==> src/rtl/pipe_stage_buffer_pkg.sv <==
// -----------------------------------------------------------------------------
// pipe_stage_buffer_pkg
// Shared pipeline definitions: the default payload width and the occupancy
// state encoding used by pipeline stage buffers.
// -----------------------------------------------------------------------------
package pipe_stage_buffer_pkg;

  // Default payload width (decoded fields plus operand data).
  localparam int unsigned DEFAULT_WIDTH = 128;

  // Buffer occupancy: EMPTY (0), HALF (main live), FULL (main and skid live).
  typedef enum logic [1:0] {
    EMPTY = 2'd0,
    HALF  = 2'd1,
    FULL  = 2'd2
  } buf_state_e;

endpackage : pipe_stage_buffer_pkg

==> src/rtl/pipe_stage_buffer.sv <==
// -----------------------------------------------------------------------------
// pipe_stage_buffer
// Two-entry skid buffer between pipeline stages. The main register drives
// out_data; the skid register absorbs the payload accepted while the
// downstream stage stalls, so in_ready can come straight from a flop with no
// combinational path from out_ready.
//
// Ports
//   clk        clock, all state updates on the rising edge
//   reset      synchronous, active-high reset
//   in_valid   upstream presents a payload
//   in_ready   buffer accepts a payload this cycle (registered)
//   in_data    upstream payload
//   flush      discard all held payloads
//   out_valid  out_data holds a live payload (registered)
//   out_ready  downstream consumes the payload this cycle
//   out_data   downstream payload (registered)
//   stall_cnt  saturating count of cycles with out_valid=1 and out_ready=0
// -----------------------------------------------------------------------------
module pipe_stage_buffer
  import pipe_stage_buffer_pkg::*;
#(
  parameter int unsigned WIDTH = DEFAULT_WIDTH,
  parameter int unsigned CNT_W = 16
) (
  input  logic             clk,
  input  logic             reset,
  input  logic             in_valid,
  output logic             in_ready,
  input  logic [WIDTH-1:0] in_data,
  input  logic             flush,
  output logic             out_valid,
  input  logic             out_ready,
  output logic [WIDTH-1:0] out_data,
  output logic [CNT_W-1:0] stall_cnt
);

  localparam logic [CNT_W-1:0] CNT_MAX = {CNT_W{1'b1}};
  localparam logic [CNT_W-1:0] CNT_ONE = {{(CNT_W-1){1'b0}}, 1'b1};

  buf_state_e       state_q;
  logic [WIDTH-1:0] main_q;
  logic [WIDTH-1:0] skid_q;
  logic             in_ready_q;
  logic             out_valid_q;
  logic [CNT_W-1:0] stall_cnt_q;
  logic [CNT_W-1:0] stall_cnt_d;

  logic in_xfer_s;
  logic out_xfer_s;
  logic stall_s;

  // Handshakes are qualified only by registered readiness/validity.
  assign in_xfer_s  = in_valid & in_ready_q;
  assign out_xfer_s = out_valid_q & out_ready;
  assign stall_s    = out_valid_q & ~out_ready;

  // Occupancy FSM with payload registers and registered handshake outputs.
  // in_ready/out_valid are loaded with the values implied by the next state.
  always_ff @(posedge clk) begin
    if (reset) begin
      state_q     <= EMPTY;
      main_q      <= {WIDTH{1'b0}};
      skid_q      <= {WIDTH{1'b0}};
      in_ready_q  <= 1'b1;
      out_valid_q <= 1'b0;
    end else if (flush) begin
      // Drop everything; out_data keeps its last value.
      state_q     <= EMPTY;
      in_ready_q  <= 1'b1;
      out_valid_q <= 1'b0;
    end else begin
      case (state_q)
        EMPTY: begin
          if (in_xfer_s) begin
            main_q      <= in_data;
            state_q     <= HALF;
            out_valid_q <= 1'b1;
          end
        end
        HALF: begin
          if (in_xfer_s && out_xfer_s) begin
            main_q <= in_data;
          end else if (in_xfer_s) begin
            skid_q     <= in_data;
            state_q    <= FULL;
            in_ready_q <= 1'b0;
          end else if (out_xfer_s) begin
            state_q     <= EMPTY;
            out_valid_q <= 1'b0;
          end
        end
        FULL: begin
          if (out_xfer_s) begin
            main_q     <= skid_q;
            state_q    <= HALF;
            in_ready_q <= 1'b1;
          end
        end
        default: begin
          state_q     <= EMPTY;
          in_ready_q  <= 1'b1;
          out_valid_q <= 1'b0;
        end
      endcase
    end
  end

  // Saturating stall counter next-state; flush does not affect it.
  always_comb begin
    stall_cnt_d = stall_cnt_q;
    if (stall_s && (stall_cnt_q != CNT_MAX)) begin
      stall_cnt_d = stall_cnt_q + CNT_ONE;
    end else begin
      stall_cnt_d = stall_cnt_q;
    end
  end

  // Stall counter register.
  always_ff @(posedge clk) begin
    if (reset) begin
      stall_cnt_q <= {CNT_W{1'b0}};
    end else begin
      stall_cnt_q <= stall_cnt_d;
    end
  end

  assign in_ready  = in_ready_q;
  assign out_valid = out_valid_q;
  assign out_data  = main_q;
  assign stall_cnt = stall_cnt_q;

endmodule : pipe_stage_buffer

==> config.mk <==
export PLATFORM = sky130hd
export DESIGN_NAME = pipe_stage_buffer
export DESIGN_NICKNAME = d
export VERILOG_FILES = /design/src/rtl/pipe_stage_buffer_pkg.sv /design/src/rtl/pipe_stage_buffer.sv
export SDC_FILE = /design/constraint.sdc
export NUM_CORES = 1
export LEC_CHECK = 0
export CAP_MARGIN = 15
export CORE_MARGIN = 2
export CORE_UTILIZATION = 30
export DETAILED_ROUTE_END_ITERATION = 16
export PLACE_DENSITY = 0.66
export SKIP_LAST_GASP = 1
export SYNTH_ARGS = -nofsm -noshare
export SYNTH_HDL_FRONTEND = slang
export SYNTH_SLANG_ARGS = --single-unit
==> constraint.sdc <==
create_clock -name clk -period 1.7 [get_ports clk]
set_input_delay 0.34 -clock clk [delete_from_list [all_inputs] [get_ports clk]]
set_output_delay 0.34 -clock clk [all_outputs]
set_load 0.05 [all_outputs]
==> impl_metrics.toml, run 1 <==
[power_and_ir_drop]
switching_share = 0.282
p_int_uw = 12400
p_per_area_nw_per_um2 = 1000
p_switching_uw = 4860
p_total_uw = 17200
clockPowerShare = 0.415
vdd_drop_max_v = 0.000705
cellLeakagePower_uw = 0.00713
power_frac_seq = 0.401
p_comb_frac = 0.185

[place]
port_buffers = 278
dp_hpwl_mm = 22.7
place_inst = 2027
dp_worst_setup_slack_ns = -0.635
postPlaceCellArea_um2 = 15000
routabilityCongestion = 0.815

[yosys]
syn_area_um2 = 11400
ys_ff_latch = 276
avgSynthCellArea_um2 = 8.87
synth_fp_nets = 1415
yosys_warnings = 0
ys_seq_area_frac = 0.486
synth_cells = 1281
ys_types = 38

[critical_path]
crit_path_cell_trace = "a21boi_4 -> o32ai_4 -> buf_6 -> buf_12 -> clkbuf_16 -> a21oi_1 -> a311oi_2"
worst_path_max_delay_cell = "dfxtp_2"
critPathTopFamily = "compound AO/OA/AOI/OAI gates"
endpoint_kind = "flop"
path_max_fanout = 9
crit_arrival_ns = 2.14
setup.worst_path.start_class = "flop"
required_ns = 2.13
cp_num_buf_inv = 3
critical_path_class = "flop to flop"
critPathMaxStageDelay_ns = 0.32

[sta]
slew_headroom = 0.636
slew_violations = 0
fmax_ghz = 0.583
rsz0062_at_grt = "true"
finalHoldViolations = 0
period_needed_ns = 1.71
worst_slack_ns = -0.0145
worstMarginPinSlew_ns = 0.547
finalCritPeriodShare = 1.01
skew_ns = 0.0153
setup_viol = 1

[outcome]
status = "finished with violations"
violations = "negative setup slack"

[finish]
multiInputGateArea_um2 = 5710
fin_cells = 2123
final_cell_area_um2 = 17200
layout.nets = 1718
syn_to_final_growth_pct = 51.7
final_util = 0.460
drive_gt1_frac = 0.262
fillCellCount = 3551
regArea_um2 = 5570

[clock_network]
cts_tree = "built"
clk-insertion-delay-late_ns = 0.53
clkTransAtPathRegs_ns = 0.06
cts_root_buf = "clkbuf_16"
cts_buffers = 34
cts_num_sinks = 276
cts-htree-levels = 2
clockBufferDepth = 3

[global_routing]
grt_pass1_wl_mm = 52.4
antenna_found_initial = 6
grt_pass1_vias = 9871
grt_usage = 0.166
overflow = 0
grt_max_degree = 68

[floorplan]
die_y_um = 199
die_w_um = 199
row_count = 71
pin_count = 279
initial_utilization = 0.303
die_area_um2 = 39500
core_area_um2 = 37500

[detailed_routing]
drc_errors = 0
dr.pass1.iters = 5
final_antenna_net_count = 0
wl_per_cell_um = 17.5
wl_mm = 37.2
drtIter0Drc = 422
via_count = 10773
viasPerCell = 5.07

[worst_hold_path]
min_path_type = "input pin to flop"

[run]
drv_cap = 0
==> routing by layer <==
metal | wire [um] | global-route usage | vias to the layer above | share of wire
li1 | - | - | 5267 | -
met1 | 15300 | 0.202 | 5128 | 0.41
met2 | 18200 | 0.277 | 295 | 0.49
met3 | 2440 | 0.0429 | 73 | 0.066
met4 | 1120 | 0.0705 | 10 | 0.030
met5 | 65 | 0 | - | 0.0017
==> sequential cells by signal (all words and copies together), names as in the netlist <==
name       cells
in_ready       1
out_data     128
out_valid      1
skid_q       128
stall_cnt     16
state_q        2
==> stage by stage <==
| stage | setup TNS [ns] | hold WS [ns] |
|---|---|---|
| floorplan | -0.105 | 0.436 |
| CTS | -0.0361 | 0.293 |
| finish | -0.0145 | 0.317 |
| global route | -1.94 | 0.342 |
| detailed placement | -113.68 | 0.446 |
| global placement | -106.08 | 0.441 |
==> cell families (layout without fill, tap and decap cells) <==
group	count (synthesis)	count (layout)	synth area share
compound gates	414	414	0.228
xor+xnor	2	2	0.00154
fa+ha+maj	1	1	0.00110
buf+inv	134	463	0.0473
flops	276	276	0.486
mux	131	131	0.116
other cells	0	2	0
simple gates	323	323	0.120
==> power by group through the flow <==
stage / logic [uW] / clock network, uW / registers (uW)
5_1_grt: 3370 / 7610 / 6940
2_1_floorplan: 834 / 0 / 7800
6_report: 3180 / 7150 / 6910
4_1_cts: 2800 / 7380 / 6890
3_3_place_gp: 2760 / 0 / 7030
3_5_place_dp: 2790 / 0 / 7030
==> worst min-delay path, stage by stage <==
cell and delay [ns]:
dlymetal6s2s_1 0.23, nand2_1 0.08, nand3b_1 0.06, a21boi_0 0.07
==> synthesized netlist by cell type, drive strengths merged <==
cell       n  area (um^2)
nor2b      5         31.3
clkbuf   100          375
nor4b      1         8.76
buf       32          155
o31ai      5         37.5
nor3       3         15.0
and3       3         18.8
o21ai      6         30.0
xor2       2         17.5
o2111ai    1         8.76
nand3b     2         15.0
a311oi   128         1120
and4       3         26.3
a21oi    269         1350
ha         1         12.5
dfxtp    276         5530
o21bai     1         7.51
nand2    265          995
nor4       4         40.0
or4        5         41.3
a21boi     2         15.0
or3        6         37.5
and2       1         6.26
o32ai      1         16.3
nand2b     3         18.8
nand3      6         30.0
and4b      1         10.0
mux2i    128         1280
or2        1         6.26
nor2       8         30.0
nand4      6         37.5
inv        2         7.51
o22ai      1         6.26
mux2       3         33.8
==> final timing paths <==
check | from | end | slack (ns) | depth (start not counted)
setup / recovery | state_q[0] | out_data[112] | -0.01 | 7
hold / removal | out_ready | out_valid | 0.32 | 4
setup reg to reg | state_q[0] | out_data[112] | -0.01 | 7
hold reg to reg | skid_q[70] | skid_q[70] | 0.45 | 2
==> cell usage in the layout (no fill, tap or decap), types with 5 or more instances in the layout <==
master / n
clkbuf_16: 54
a21oi_1: 232
buf_16: 5
nand3_1: 5
mux2i_1: 128
or3_1: 5
dfxtp_4: 9
a21oi_2: 32
a311oi_1: 106
nand4_1: 6
clkbuf_8: 9
buf_12: 28
dfxtp_2: 10
a311oi_2: 22
nor2_1: 8
buf_4: 197
buf_8: 5
clkdlybuf4s50_1: 130
dfxtp_1: 257
a21oi_4: 5
buf_6: 15
o21ai_0: 5
clkbuf_1: 9
nand2_1: 264
==> final cells by class <==
| type | count | share of cell area |
|---|---|---|
| antenna | 2 | 0.000290 |
| inverter | 2 | 0.000871 |
| multi-input combinational | 871 | 0.331 |
| tap | 511 | 0.0371 |
| clock inverter | 8 | 0.00290 |
| clock buffer | 54 | 0.0621 |
| timing repair buffer | 399 | 0.242 |
| sequential | 276 | 0.323 |
==> timing repair <==
item | in CTS | in global routing
resized for setup | 2 | 108
buffers inserted | 1 | 12
setup endpoints to repair | 64 | 233
pin swaps | 3 | 113
gates cloned | 0 | 19
hold buffers | 0 | 0
(Power assumes the default switching activity.)
==> run 2, diff against run 1 <==
--- a/config.mk
+++ b/config.mk
@@ -8,8 +8,9 @@
 export CAP_MARGIN = 15
 export CORE_MARGIN = 2
 export CORE_UTILIZATION = 30
+export CTS_BUF_LIST = sky130_fd_sc_hd__clkbuf_2 sky130_fd_sc_hd__clkbuf_4 sky130_fd_sc_hd__clkbuf_8
 export DETAILED_ROUTE_END_ITERATION = 16
-export PLACE_DENSITY = 0.66
+export PLACE_DENSITY = 0.64
 export SKIP_LAST_GASP = 1
 export SYNTH_ARGS = -nofsm -noshare
 export SYNTH_HDL_FRONTEND = slang
==> constraint.sdc (replaced) <==
create_clock -name clk -period 2.2 [get_ports clk]
set_input_delay 0.44 -clock clk [delete_from_list [all_inputs] [get_ports clk]]
set_output_delay 0.44 -clock clk [all_outputs]
set_load 0.05 [all_outputs]
==> run 2 against run 1 <==
The flow now finishes without violations. Critical path depth fell by 6. Utilization fell by 3.5 points. Final area fell by 7.7%. Combinational power fell by 36%. Sequential power fell by 23%. Wire length fell by 9.3%. Total power fell by 28%. Largest cell class is now sequential cells. Register-to-register slack improved by 0.23 ns. Die area did not move. Worst setup slack improved by 0.16 ns. Critical path type is now flop to output pin.
==> impl_metrics.toml, run 2 (synthesized netlist as in run 1, its figures left out) <==
[critical_path]
reg2reg_from = "stall_cnt[0]"
cp-startpoint = "out_valid"
r2r_end = "stall_cnt[14]"
reg2reg_depth = 5
path_max_fanout = 7
endpoint_kind = "output pin"
worst_path_max_delay_cell = "dlygate4sd2_1"
setup.worst_path.start_class = "flop"
required_ns = 1.76
crit_end = "out_valid"
critPathTopFamily = "buffers and inverters"
critPathMaxStageDelay_ns = 0.57
crit_path_cell_trace = "dlygate4sd2_1"
path_depth = 1
cp_num_buf_inv = 1
critical_path_class = "flop to output pin"
crit_arrival_ns = 1.62
rrSetupSlack_ns = 0.22

[finish]
regArea_um2 = 5530
fillCellCount = 3753
layout.nets = 1670
multiInputGateArea_um2 = 5320
final_cell_mix = "dfxtp_1 (276), a21oi_1 (269), nand2_1 (265)"
syn_to_final_growth_pct = 40.0
fin_cells = 2082
layout_commonest_cell = "dfxtp_1"
final_cell_area_um2 = 15900
drive_gt1_frac = 0.0970

[clock_network]
ctsHoldBuffers = 0
cts_root_buf = "clkbuf_8"
cts-htree-levels = 2
cts_buffers = 48
clk-insertion-delay-late_ns = 0.61
cts_num_sinks = 276
cts_tree = "built"
clockBufferDepth = 3
clkTransAtPathRegs_ns = 0.06

[outcome]
status = "finished clean"

[sta]
setup-tns-final_ns = 0
rsz0062_at_grt = "false"
whs_ns = 0.397
finalHoldViolations = 0
finalCritPeriodShare = 0.935
fmax_ghz = 0.486
slew_headroom = 0.585
worstMarginPinSlew_ns = 0.622
setup_viol = 0
slew_violations = 0
skew_ns = 0.0301
period_needed_ns = 2.06

[place]
port_buffers = 278
dp_hpwl_mm = 22.0
postPlaceCellArea_um2 = 15100
routabilityCongestion = 0.809
place_inst = 1997

[detailed_routing]
dr_wl_met2_mm = 15.8
final_antenna_net_count = 0
drc_errors = 0
dr.pass1.iters = 5
met1Wirelength_mm = 14.5
top_layer = "met5"
wl_per_cell_um = 16.2
viasPerCell = 5.04
met3_wirelength_mm = 2.43
via_count = 10486
wl_mm = 33.7
drtIter0Drc = 446

[floorplan]
core_area_um2 = 37500
initial_utilization = 0.303
die_w_um = 199
die_area_um2 = 39500
die_y_um = 199
pin_count = 279
row_count = 71

[worst_hold_path]
worstHoldStart = "reset"
min_path_type = "input pin to flop"

[global_routing]
grt_pass1_vias = 9988
overflow = 0
grt_max_degree = 78
antenna_found_initial = 4
grt_pass1_wl_mm = 52.8
grt_usage = 0.166

[power_and_ir_drop]
switching_share = 0.283
vdd_drop_max_v = 0.000364
power_frac_seq = 0.429
p_comb_frac = 0.163
p_per_area_nw_per_um2 = 780
p_int_uw = 8900
clockPowerShare = 0.408
cellLeakagePower_uw = 0.00683
p_total_uw = 12400
p_switching_uw = 3520

[run]
drv_cap = 0
-- run 2: cell types whose count changed in the layout (fill, tap and decap cells not counted), sizes merged --
cell	before	now
clkinv	5	4
bufinv	0	3
clkdlybuf4s50	130	131
clkinvlp	2	1
dlygate4sd2	0	145
buf	250	60
diode	2	4
dlymetal6s2s	1	0
clkbuf	72	73
-- run 2: through the flow --
step / util / worst slack [ns]
after floorplan: - / 0.119
after global placement: 0.402 / -0.211
after detailed placement: 0.402 / -0.303
after CTS: 0.424 / 0.0778
after global routing: 0.424 / 0.0474
final: 0.424 / 0.142
-- run 2: what timing repair did --
item	4_1_cts	5_1_grt
endpoints found under the setup margin	145	0
resized for setup	145	0
buffers inserted	0	0
-- run 2: metal layers --
metal  vias up  global-route usage
li1       5187                   -
met4         2              0.0672
met1      4967               0.203
met2       268               0.269
met5         -                   0
met3        62              0.0537
-- run 2: final cells by class --
| cell class | count | share of cell area |
|---|---|---|
| clock buffer | 72 | 0.0568 |
| multi-input combinational | 871 | 0.334 |
| tap | 511 | 0.0402 |
| antenna | 4 | 0.000629 |
| clock inverter | 9 | 0.00794 |
| inverter | 2 | 0.000944 |
| sequential | 276 | 0.347 |
| timing repair buffer | 337 | 0.212 |
-- run 2: worst min-delay path by stage --
stage | slack (ns) | to | cells past startpoint
CTS | 0.34 | skid_q[43] | 3
detailed placement | 0.45 | skid_q[24] | 2
floorplan | 0.44 | skid_q[0] | 2
finish | 0.40 | stall_cnt[4] | 2
global placement | 0.44 | skid_q[15] | 2
global route | 0.38 | skid_q[44] | 3
-- run 2: power groups by stage --
| stage | logic, uW | clock network (uW) | registers, uW |
|---|---|---|---|
| finish | 2020 | 5070 | 5330 |
| global placement | 2120 | 0 | 5440 |
| floorplan | 642 | 0 | 6030 |
| global route | 2170 | 5440 | 5350 |
| detailed placement | 2150 | 0 | 5440 |
| CTS | 2040 | 5250 | 5330 |
==> run 3, diff against run 2 <==
--- a/config.mk
+++ b/config.mk
@@ -6,7 +6,7 @@
 export NUM_CORES = 1
 export LEC_CHECK = 0
 export CAP_MARGIN = 15
-export CORE_MARGIN = 2
+export CORE_MARGIN = 4
 export CORE_UTILIZATION = 30
 export CTS_BUF_LIST = sky130_fd_sc_hd__clkbuf_2 sky130_fd_sc_hd__clkbuf_4 sky130_fd_sc_hd__clkbuf_8
 export DETAILED_ROUTE_END_ITERATION = 16
==> run 3 against run 2 <==
Hold slack lost 0.18 ns. Via count is 1.2% lower. Clock skew shrank 0.011 ns. Utilization rose by 0.10 points. Register-to-register slack improved by 0.09 ns. Global-route usage is 0.52 points lower. Final cell count rose by 0.43%. Critical path depth is the same. Final area up 0.24%. First-iteration DRC count up 9.4%. Critical path type unchanged. Largest cell class unchanged. Largest power group unchanged. Highest routed layer unchanged.
==> impl_metrics.toml, run 3 (synthesized netlist as in run 1, its figures left out) <==
[sta]
finalCritPeriodShare = 0.942
setup_viol = 0
worstMarginPinSlew_ns = 0.610
period_needed_ns = 2.07
slew_headroom = 0.595
slew_violations = 0
rsz0062_at_grt = "false"
fmax_ghz = 0.483
finalHoldViolations = 0
skew_ns = 0.0186

[detailed_routing]
met3_wirelength_mm = 2.36
wl_mm = 34.5
dr.pass1.iters = 5
viasPerCell = 4.95
drc_errors = 0
via_count = 10360
top_layer = "met5"
drtIter0Drc = 488
met1Wirelength_mm = 14.8
final_antenna_net_count = 0
dr_wl_met2_mm = 16.1
wl_per_cell_um = 16.5

[worst_hold_path]
hold-path-cell-count = 2
min_path_type = "input pin to flop"

[floorplan]
die_y_um = 203
pin_count = 279
row_count = 71
initial_utilization = 0.303
die_area_um2 = 41100
core_area_um2 = 37500
die_w_um = 203

[clock_network]
ctsHoldBuffers = 0
clk-insertion-delay-late_ns = 0.60
cts_tree = "built"
cts_num_sinks = 276
clockBufferDepth = 3
clkTransAtPathRegs_ns = 0.05
cts_root_buf = "clkbuf_8"
cts_buffers = 50
cts-htree-levels = 2
cts_resized = 144
cts_setup_buffers = 0

[critical_path]
required_ns = 1.76
critical_path_class = "flop to output pin"
reg2reg_depth = 6
cp_num_buf_inv = 1
worst_path_max_delay_cell = "dlygate4sd2_1"
path_max_fanout = 7
critPathMaxStageDelay_ns = 0.58
endpoint_kind = "output pin"
critPathTopFamily = "buffers and inverters"
crit_arrival_ns = 1.63
crit_path_cell_trace = "dlygate4sd2_1"
path_depth = 1
setup.worst_path.start_class = "flop"

[finish]
fin_cells = 2091
final_cell_mix = "dfxtp_1 (276), a21oi_1 (269), nand2_1 (265)"
drive_gt1_frac = 0.104
final_cell_area_um2 = 16000
layout.nets = 1681
layout_commonest_cell = "dfxtp_1"
syn_to_final_growth_pct = 40.4

[place]
postPlaceCellArea_um2 = 15100
routabilityCongestion = 0.791
port_buffers = 278
place_inst = 2006
dp_hpwl_mm = 22.6

[run]
drv_cap = 0

[power_and_ir_drop]
vdd_drop_max_v = 0.000432
power_frac_seq = 0.432
p_switching_uw = 3530
p_per_area_nw_per_um2 = 773
p_comb_frac = 0.168
cellLeakagePower_uw = 0.00687
p_int_uw = 8790
switching_share = 0.287
clockPowerShare = 0.400

[outcome]
status = "finished clean"

[global_routing]
grt_max_degree = 77
grt_usage = 0.161
antenna_found_initial = 3
grt_pass1_wl_mm = 54.2
grt_pass1_vias = 9836
overflow = 0
==> run 3: per-layer routing <==
layer	global-route usage	up-vias
met5	0	-
met4	0.0730	2
met3	0.0479	68
met2	0.253	279
met1	0.204	4813
li1	-	5198
==> run 3: power by group through the flow <==
stage                     clock [uW]  combinational [uW]  sequential (uW)
after CTS                       5130                2080             5330
after global routing            5360                2210             5350
after global placement             0                2170             5440
after detailed placement           0                2200             5440
final                           4930                2070             5330
after floorplan                    0                 642             6030
==> run 3: final timing paths <==
path | start | endpoint | slack (ns)
max | out_valid | out_valid | 0.13
min reg2reg | skid_q[26] | skid_q[26] | 0.45
min | reset | skid_q[6] | 0.22
max reg2reg | out_valid | out_data[2] | 0.31
==> run 3: through the flow <==
step	worst slack [ns]	power [uW]	hold slack [ns]	setup TNS [ns]	utilization
CTS	0.0674	12500	0.145	0	0.425
global route	0.0236	12900	0.179	0	0.426
finish	0.128	12300	0.217	0	0.426
floorplan	0.119	6680	0.436	0	-
global placement	-0.223	7610	0.440	-18.10	0.403
detailed placement	-0.266	7640	0.446	-23.74	0.403
==> run 3: cell type report <==
type / instances / area, um^2
inverters: 2 / 15.0
flip-flops and latches: 276 / 5530
multi-input cells: 871 / 5320
clock buffers: 76 / 940
well taps: 511 / 639
fillers: 3741 / 21500
repair buffers: 346 / 3440
diodes: 2 / 5.00
clock inverters: 7 / 67.6
